[src/rtl/lfsr_note_gen.sv]
// rtl/lfsr_note_gen.sv - LFSR-based random draw generator with optional no-repeat rule
//
// Purpose:
//   Free-running Fibonacci LFSR, advanced only while a draw is in progress.
//   A draw shifts the LFSR DECIM times, then takes the top OUT_W bits as the
//   candidate. With NO_REPEAT set, a candidate equal to the previous draw is
//   retried up to three times before falling back to candidate+1.
//
// Ports:
//   clk        in   clock, rising edge
//   rst        in   asynchronous active-high reset
//   seed_load  in   load seed into the LFSR, abort any draw
//   seed       in   LFSR_W seed value (zero selects SEED)
//   req        in   draw request, honoured only in IDLE
//   rnd        out  OUT_W last completed draw (shows the new value in the valid cycle)
//   valid      out  one-cycle pulse, rnd updated this cycle
//   busy       out  high while a draw is in progress

module lfsr_note_gen #(
   parameter int                LFSR_W    = 16,
   parameter int                OUT_W     = 4,
   parameter logic [LFSR_W-1:0] TAPS      = 16'hD008,
   parameter logic [LFSR_W-1:0] SEED      = 16'hACE1,
   parameter int                DECIM     = LFSR_W,
   parameter int                NO_REPEAT = 0
) (
   input  logic              clk,
   input  logic              rst,
   input  logic              seed_load,
   input  logic [LFSR_W-1:0] seed,
   input  logic              req,
   output logic [OUT_W-1:0]  rnd,
   output logic              valid,
   output logic              busy
);

   localparam int              CNT_W    = $clog2(DECIM + 1);
   localparam logic [CNT_W-1:0] CNT_LAST = CNT_W'(DECIM - 1);

   typedef enum logic [1:0] {
      IDLE  = 2'd0,
      SHIFT = 2'd1,
      DONE  = 2'd2
   } state_t;

   state_t              fsm;
   state_t              fsm_nxt;
   logic [LFSR_W-1:0]   lfsr;
   logic [LFSR_W-1:0]   lfsr_step;
   logic [LFSR_W-1:0]   seed_val;
   logic                fb;
   logic [CNT_W-1:0]    cnt;
   logic [1:0]          retry;
   logic [OUT_W-1:0]    rnd_q;
   logic [OUT_W-1:0]    cand;
   logic [OUT_W-1:0]    rnd_new;
   logic                last_shift;
   logic                repeat_hit;
   logic                retry_go;

   // Datapath helpers
   assign fb         = ^(lfsr & TAPS);
   assign lfsr_step  = {lfsr[LFSR_W-2:0], fb};
   // A zero seed would lock the LFSR, so it is replaced by SEED.
   assign seed_val   = (seed == '0) ? SEED : seed;
   assign cand       = lfsr[LFSR_W-1 -: OUT_W];
   assign last_shift = (cnt == CNT_LAST);
   assign repeat_hit = (NO_REPEAT != 0) && (cand == rnd_q);
   // Retry is taken only while budget remains; on the fourth hit we fall back.
   assign retry_go   = repeat_hit && (retry != 2'd3);
   assign rnd_new    = repeat_hit ? cand + OUT_W'(1) : cand;

   // State register
   always_ff @(posedge clk or posedge rst) begin
      if (rst) begin
         fsm <= IDLE;
      end else begin
         fsm <= fsm_nxt;
      end
   end

   // Next-state logic
   always_comb begin
      fsm_nxt = fsm;
      if (seed_load) begin
         fsm_nxt = IDLE;
      end else begin
         case (fsm)
            IDLE:    if (req) fsm_nxt = SHIFT;
            SHIFT:   if (last_shift) fsm_nxt = DONE;
            DONE:    fsm_nxt = retry_go ? SHIFT : IDLE;
            default: fsm_nxt = IDLE;
         endcase
      end
   end

   // Outputs; valid is suppressed when a seed load aborts the DONE cycle.
   always_comb begin
      busy  = (fsm != IDLE);
      valid = (fsm == DONE) && !seed_load && !retry_go;
      rnd   = valid ? rnd_new : rnd_q;
   end

   // LFSR, counters and held result
   always_ff @(posedge clk or posedge rst) begin
      if (rst) begin
         lfsr  <= SEED;
         cnt   <= '0;
         retry <= 2'd0;
         rnd_q <= '0;
      end else if (seed_load) begin
         lfsr  <= seed_val;
         cnt   <= '0;
         retry <= 2'd0;
      end else begin
         case (fsm)
            IDLE: begin
               if (req) begin
                  cnt   <= '0;
                  retry <= 2'd0;
               end
            end
            SHIFT: begin
               lfsr <= lfsr_step;
               cnt  <= last_shift ? '0 : cnt + CNT_W'(1);
            end
            DONE: begin
               if (valid) begin
                  rnd_q <= rnd_new;
               end else if (retry_go) begin
                  retry <= retry + 2'd1;
                  cnt   <= '0;
               end
            end
            default: begin
               cnt <= '0;
            end
         endcase
      end
   end

endmodule

[config.mk]
export PLATFORM = sky130hd
export DESIGN_NAME = lfsr_note_gen
export DESIGN_NICKNAME = d
export VERILOG_FILES = /design/src/rtl/lfsr_note_gen.sv
export SDC_FILE = /design/constraint.sdc
export NUM_CORES = 1
export LEC_CHECK = 0
export CORE_MARGIN = 2
export CORE_UTILIZATION = 51
export DETAILED_ROUTE_END_ITERATION = 6
export HOLD_SLACK_MARGIN = 0.03
export PLACE_DENSITY_LB_ADDON = 0.2
export SYNTH_ARGS = -nofsm -noshare
export SYNTH_HDL_FRONTEND = slang
export SYNTH_SLANG_ARGS = --single-unit
export TNS_END_PERCENT = 5
[constraint.sdc]
create_clock -name clk -period 1.8 [get_ports clk]
set_input_delay 0.18 -clock clk [delete_from_list [all_inputs] [get_ports clk]]
set_output_delay 0.18 -clock clk [all_outputs]
set_load 0.01 [all_outputs]
== Word level (Yosys, flattened, before mapping) ==
Index checks and enable logic that the tools add are counted.

* Bits of input ports: 20
* Register bits after elaboration: 27
* Output and inout port bits: 6

* $add $sub $neg: 1
* Bitwise operators: 1
* Reduce and logical (&&, ||, !) cells: 10
* Muxes and demuxes: 12
* Eq/ne operators: 6

{| class="wikitable"
|+ Operators with widths
! cell !! count
|-
| 2-to-1 mux 16 bit || 3
|-
| logical NOT 16 bit || 1
|-
| parity 16 bit || 1
|-
| 2-to-1 mux 5 bit || 3
|-
| one-hot mux 5 bit (3 select lines) || 1
|-
| 2-to-1 mux 2 bit || 3
|-
| inequality test 3 bit, second input constant || 2
|-
| AND reduction 2 bit || 3
|-
| adder 5 x 1 -> 5 bit, second input constant || 1
|-
| equality test 5 x 4 -> 1 bit, second input constant || 1
|-
| 2-to-1 mux 4 bit || 1
|-
| one-hot mux 2 bit (2 select lines) || 1
|-
| nonzero test 2 bit || 2
|-
| equality test 2 x 1 -> 1 bit, second input constant || 1
|-
| equality test 2 bit, second input constant || 1
|-
| logical NOT 2 bit || 1
|-
| inequality test 2 bit, second input constant || 1
|-
| logical AND 1 bit || 1
|-
| logical NOT 1 bit || 1
|-
| NOT 1 bit || 1
|}

== Depth between registers and ports, before layout ==
Gate-level depths: netlist (run 1).

* Depth after elaboration: 4
* Gate-level depth with buffers: 5
* Depth with buffers taken out: 4

== Worst setup path after synthesis (run 1) ==
Ideal clock, no wire load.

* Path kind: flip-flop to output port
* From: reg fsm[0]
* To: out rnd[0]
* Path buffers: 1
* Stages on the path, launching flop included: 5
* Setup slack: 0.479 ns
* Data arrival time: 1.141 ns
* Cell sequence: dfrtp_1 > nor2_2 > and2_4 > buf_6 > mux2_4

* Word-level cells in the longest chain between the ends: 3

{| class="wikitable"
|+ Ends and longest elaborated chain
! element !! line !! RTL
|-
| from (decl) || 46 || <nowiki>state_t fsm;</nowiki>
|-
| from (signal assigned) || 78 || <nowiki>fsm <= fsm_nxt;</nowiki>
|-
| equality test 2 bit || -- ||
|-
| logical AND 1 bit || 100 || <nowiki>valid = (fsm == DONE) && !seed_load && !retry_go;</nowiki>
|-
| via valid || 33 || <nowiki>output logic valid,</nowiki>
|-
| 2-to-1 mux 4 bit || -- ||
|-
| to (decl) || 32 || <nowiki>output logic [OUT_W-1:0] rnd,</nowiki>
|}

The timed path passes the listed nets, and every way through them passes these cells.

== Worst setup path in the final report (run 1) ==
* From: reg fsm[0]
* To: out rnd[2]

* Word-level cells in the longest chain between the ends: 3

{| class="wikitable"
|+ Ends and longest elaborated chain
! element !! line
|-
| equality test 2 bit || --
|-
| logical AND 1 bit || 100
|-
| 2-to-1 mux 4 bit || --
|}

Every way passes these cells.

==> results.yml, run 1 <==
synthesis:
  synth-seq-area-share: 0.491
  syn-cell-area_mm2: 0.00140
  synth_most_common_cell: "nor2_1"
  ys_ff_latch: 27
  synth_top_area_cell: "dfrtp_1"
  postSynthAreaPerCell_um2: 10.3
  synth_edf_count: 0
  yosys_warnings: 0
  synth_ff_type: "dfrtp_1"
  synth_area_leaders: "dfrtp_1, dfstp_2, mux2_4"
  ys_async_sr_fraction: 1.00
  netlist_top_cells_count: "nor2_1, dfrtp_1, nand2_1, o21ai_0"
  netlist_instances: 135
  synth_cell_types: 32
  synth.top_cell.area_share: 0.341
  syn_nets: 156
timing:
  finalSetupViolCount: 0
  finalHoldWorstSlack_ns: 0.179
  drv_slew: 0
  rsz0062_at_grt: "yes"
  max_slew_margin: 0.755
  period_needed_ns: 1.79
  fin_crit_sh: 0.995
  fmax_mhz: 558
  finClkSkew_ns: 0.00440
  tightestPinTransition_ns: 0.367
  hold_viol: 0
power:
  power.share.clock: 0.211
  seqPwrFrac: 0.568
  combPwrFrac: 0.221
  p_per_area_mw_per_mm2: 740
  ir_drop_uv: 471
  p_switching_mw: 0.362
  internal_power_mw: 0.913
  total_power_mw: 1.28
  leakage_nw: 0.759
  netSwitchingFraction: 0.284
grt:
  overflow: 0
  track_usage: 0.195
  grt_pass1_wl_mm: 4.91
  grt_pass1_vias: 1116
  grt_max_degree: 30
  antenna_found_initial: 0
clock_network:
  cts_made_buffers: 3
  clockRootBuffer: "clkbuf_4"
  cts_hold_buf: 0
  clockBufferDepth: 2
  cts_htree_levels: 1
  clk_pin_slew_worst_paths_ns: 0.15
  clock-sinks: 27
  clk_latency_ns: 0.33
  cts_tree: "built"
drt:
  num_vias: 1105
  drc: 0
  drt-initial-drc-count: 18
  routed_wl_mm: 2.87
  postRouteAntennaNets: 0
  post_drt_via_cell_ratio: 5.61
  drt-wirelength-per-cell_um: 14.6
  dr.pass1.iters: 4
placed_design:
  gp_congestion: 0.750
  place_hpwl_mm: 2.08
  portBuffers: 25
  numPlacedInstances: 191
finish:
  syn2layout_area_growth_pct: 23.5
  final_cells: 197
  multi_input_area_um2: 658
  finalNetCount: 189
  fill_cells: 231
  drive_gt1_frac: 0.234
  ff_latch_area_um2: 686
  post-route-util: 0.677
  antenna_cells: 0
die:
  die_area_mm2: 0.00317
  die_w_um: 56.3
  top_level_ports: 26
  num_rows: 18
  start_util: 0.548
  die_y_um: 56.3
  core_mm2: 0.00254
worst_setup_path:
  critPathMaxFanout: 5
  arrival_ns: 1.61
  endpoint_kind: "primary output"
  r2r-end: "cnt[2]$_DFFE_PP0P_"
  r2r-start: "fsm[0]$_DFFE_PP0P_"
  crit_required_ns: 1.62
  r2r_setup_slack_ns: 0.21
  worstSetupPathType: "reg -> out"
  reg2reg_depth: 7
  start_kind: "register"
worst_hold_path:
  min_path_type: "in -> async"
run_status:
  status: "finished, final reports clean"
job:
  max_cap_violations: 0
[cell families after synthesis]
family | Yosys count | share of synthesized area
buffers and inverters | 8 | 0.0368
xor gates and xnor gates | 3 | 0.0188
DFF | 27 | 0.491
muxes | 16 | 0.144
adders and majority gates | 1 | 0.00897
AOI/OAI and AO/OA | 27 | 0.121
and+or+nand+nor | 53 | 0.179
[critical path, cell delays in order (launching register included)]
cell and delay (ns):
dfrtp_1 0.43, nor2_2 0.13, and2_4 0.20, buf_6 0.11, mux2_4 0.29, buf_6 0.12
[stage by stage]
step | TNS, ns | setup slack (ns) | instance area [um^2]
floorplan | 0 | 0.479 | 1400
global placement | -0.345 | -0.0905 | 1690
detailed placement | -0.412 | -0.108 | 1690
CTS | 0 | 0.00299 | 1720
global route | -0.0557 | -0.0557 | 1720
finish | 0 | 0.00900 | 1720
[timing repair]
action / 4_1_cts / 5_1_grt
gates resized for setup: 12 / 6
setup buffers: 1 / 1
cloned: 0 / 0
endpoints found under the setup margin: 6 / 4
pin swaps: 1 / 1
[layout by cell type, fill, tap and decap left out, types with 5 or more instances in the layout]
cell type	n
nand2_1	12
clkdlybuf4s50_1	19
mux2_4	8
o21ai_0	12
dfstp_2	8
nor2_1	21
o22a_1	7
nor4_1	5
buf_4	8
mux2i_1	8
dfrtp_1	19
[area by class of cell]
| cell class | instances | area share |
|---|---|---|
| Clock buffer | 3 | 0.0131 |
| Clock inverter | 1 | 0.00290 |
| Inverter | 2 | 0.00436 |
| Multi-Input combinational cell | 100 | 0.382 |
| Sequential cell | 27 | 0.398 |
| Tap cell | 30 | 0.0218 |
| Timing Repair Buffer | 34 | 0.178 |
[state kept, by name, summed over array words and instances, names as in the netlist]
register	flops
rnd_q	4
lfsr	16
cnt	5
fsm	2
[worst max-delay path by stage]
stage	start	endpoint	depth (start not counted)
2_1_floorplan	fsm[0]$_DFFE_PP0P_	rnd[0]	4
3_3_place_gp	seed_load	rnd[3]	5
3_5_place_dp	seed_load	rnd[1]	5
4_1_cts	fsm[0]$_DFFE_PP0P_	rnd[2]	5
5_1_grt	fsm[0]$_DFFE_PP0P_	rnd[2]	5
6_report	fsm[0]$_DFFE_PP0P_	rnd[2]	5
[power groups by stage]
| stage | combinational [mW] | sequential, mW | clock (mW) |
|---|---|---|---|
| after floorplan | 0.188 | 0.720 | 0 |
| after global placement | 0.275 | 0.728 | 0 |
| after detailed placement | 0.283 | 0.734 | 0 |
| after CTS | 0.280 | 0.723 | 0.280 |
| after global routing | 0.315 | 0.731 | 0.296 |
| final | 0.282 | 0.724 | 0.269 |
[metal layers]
metal	global-route usage	share of wire	up-vias	wire length, um
met3	0.0207	0.035	5	101
met4	0.0612	0.013	0	38
met2	0.356	0.53	24	1510
li1	-	-	538	-
met5	0	0	-	0
met1	0.239	0.42	538	1220
No activity file was read; power rests on OpenSTA's default activity.
==> inputs of run 2 (changes only) <==
--- a/config.mk
+++ b/config.mk
@@ -6,7 +6,7 @@
 export NUM_CORES = 1
 export LEC_CHECK = 0
 export CORE_MARGIN = 2
-export CORE_UTILIZATION = 51
+export CORE_UTILIZATION = 46
 export DETAILED_ROUTE_END_ITERATION = 6
 export HOLD_SLACK_MARGIN = 0.03
 export PLACE_DENSITY_LB_ADDON = 0.2
==> constraint.sdc (replaced) <==
create_clock -name clk -period 1.64 [get_ports clk]
set_input_delay 0.164 -clock clk [delete_from_list [all_inputs] [get_ports clk]]
set_output_delay 0.164 -clock clk [all_outputs]
set_load 0.01 [all_outputs]
==> results.yml, run 2 (same netlist as run 1, synthesis figures left out) <==
grt:
  grt_max_degree: 30
  overflow: 0
  grt_pass1_wl_mm: 4.67
  grt_pass1_vias: 1036
  antenna_found_initial: 0
  track_usage: 0.174
die:
  die_w_um: 59.1
  start_util: 0.493
  die_area_mm2: 0.00349
  core_mm2: 0.00283
  top_level_ports: 26
  num_rows: 19
  die_y_um: 59.1
clock_network:
  cts_tree: "built"
  clk_pin_slew_worst_paths_ns: 0.15
  clk_latency_ns: 0.32
  cts_htree_levels: 1
  cts_made_buffers: 3
  clockRootBuffer: "clkbuf_4"
  clock-sinks: 27
  clockBufferDepth: 2
  cts_hold_buf: 0
worst_setup_path:
  r2r_setup_slack_ns: 0.09
  crit_required_ns: 1.48
  critPathMaxFanout: 5
  arrival_ns: 1.57
  worstSetupPathType: "reg -> out"
  endpoint_kind: "primary output"
  start_kind: "register"
timing:
  max_slew_margin: 0.718
  period_needed_ns: 1.73
  rsz0062_at_grt: "yes"
  tightestPinTransition_ns: 0.423
  finalHoldWorstSlack_ns: 0.179
  hold_viol: 0
  finClkSkew_ns: 0.00398
  finalSetupViolCount: 4
  drv_slew: 0
  fin_crit_sh: 1.06
  fin_ws_ns: -0.0944
  fmax_mhz: 577
drt:
  postRouteAntennaNets: 0
  num_vias: 1111
  post_drt_via_cell_ratio: 5.47
  wl_met2_mm: 1.36
  drc: 0
  drt-initial-drc-count: 30
  routed_wl_mm: 2.78
  wirelength_met1_mm: 1.28
  dr.pass1.iters: 4
  drt-wirelength-per-cell_um: 13.7
  wl_met3_um: 106
  top_layer_used: "met4"
worst_hold_path:
  min_path_type: "in -> async"
power:
  ir_drop_uv: 426
  p_per_area_mw_per_mm2: 786
  leakage_nw: 0.785
finish:
  finalNetCount: 194
  syn2layout_area_growth_pct: 26.9
  most-common-layout-cells: "nor2_1, dfrtp_1, clkdlybuf4s50_1, buf_4"
  antenna_cells: 0
  top_register: "lfsr"
  reg_top3: "lfsr: 16 flops, cnt: 5 flops, rnd_q: 4 flops"
  final_common_cell: "nor2_1"
  largest_reg_flops: 16
  drive_gt1_frac: 0.262
placed_design:
  gp_congestion: 0.765
  pre_cts_ws_ns: -0.263
  place_hpwl_mm: 1.95
  portBuffers: 25
run_status:
  status: "finished with violations"
  violations: "setup timing"
job:
  max_cap_violations: 0
run 2: cell types whose count changed in the layout (fill, tap and decap cells not counted), sizes merged:
cell,previous run,this run
buf,10,18
clkdlybuf4s15,1,0
clkinv,1,0
dlygate4sd2,1,0
run 2: what timing repair did:
item / in CTS / in global routing
pin swaps: 1 / 1
buffers inserted: 6 / 2
endpoints found under the setup margin: 6 / 8
cloned: 0 / 0
gates resized for setup: 20 / 7
run 2: per-stage QoR:
step	power, mW	TNS, ns	util	instances	instance area, um^2
final	1.39	-0.359	0.626	203	1770
after detailed placement	1.11	-1.06	0.596	191	1690
after global routing	1.48	-1.10	0.626	203	1770
after floorplan	0.996	0	-	135	1400
after global placement	1.10	-1.01	0.596	191	1690
after CTS	1.40	-0.330	0.622	201	1760
run 2: layer usage:
layer | global-route usage | vias up
met5 | 0 | -
met4 | 0.0487 | 0
met3 | 0.0197 | 5
met2 | 0.276 | 29
met1 | 0.254 | 529
li1 | - | 548
run 2: worst paths after layout:
path / startpoint / end / cells past startpoint
max in group asynchronous: rst / lfsr[13]$_DFFE_PP1P_ / 3
hold / removal: rst / rnd_q[0]$_DFFE_PP0P_ / 3
setup reg to reg: fsm[0]$_DFFE_PP0P_ / lfsr[7]$_DFFE_PP1P_ / 7
setup / recovery: fsm[0]$_DFFE_PP0P_ / rnd[3] / 5
min in group clk: seed[8] / lfsr[8]$_DFFE_PP0P_ / 3
hold reg to reg: cnt[4]$_DFFE_PP0P_ / fsm[1]$_DFFE_PP0P_ / 1
run 2: layout make-up:
| cell class | count | area, um^2 |
|---|---|---|
| clock buffer | 4 | 26.3 |
| sequential | 27 | 686 |
| timing repair buffer | 39 | 354 |
| multi-input combinational | 100 | 658 |
| fill | 258 | 1060 |
| inverter | 2 | 7.51 |
| tap | 31 | 38.8 |
run 2: critical path: stages, from the launching register on:
cell and delay, ns:
dfrtp_1 0.42, nor2_2 0.13, and2_4 0.18, buf_4 0.11
mux2_4 0.29, buf_6 0.12
run 2: where the power goes:
part	total [mW]	switching [mW]	internal (mW)
Combinational	0.310	0.142	0.168
Sequential	0.789	0.0449	0.744
Clock	0.293	0.198	0.0952
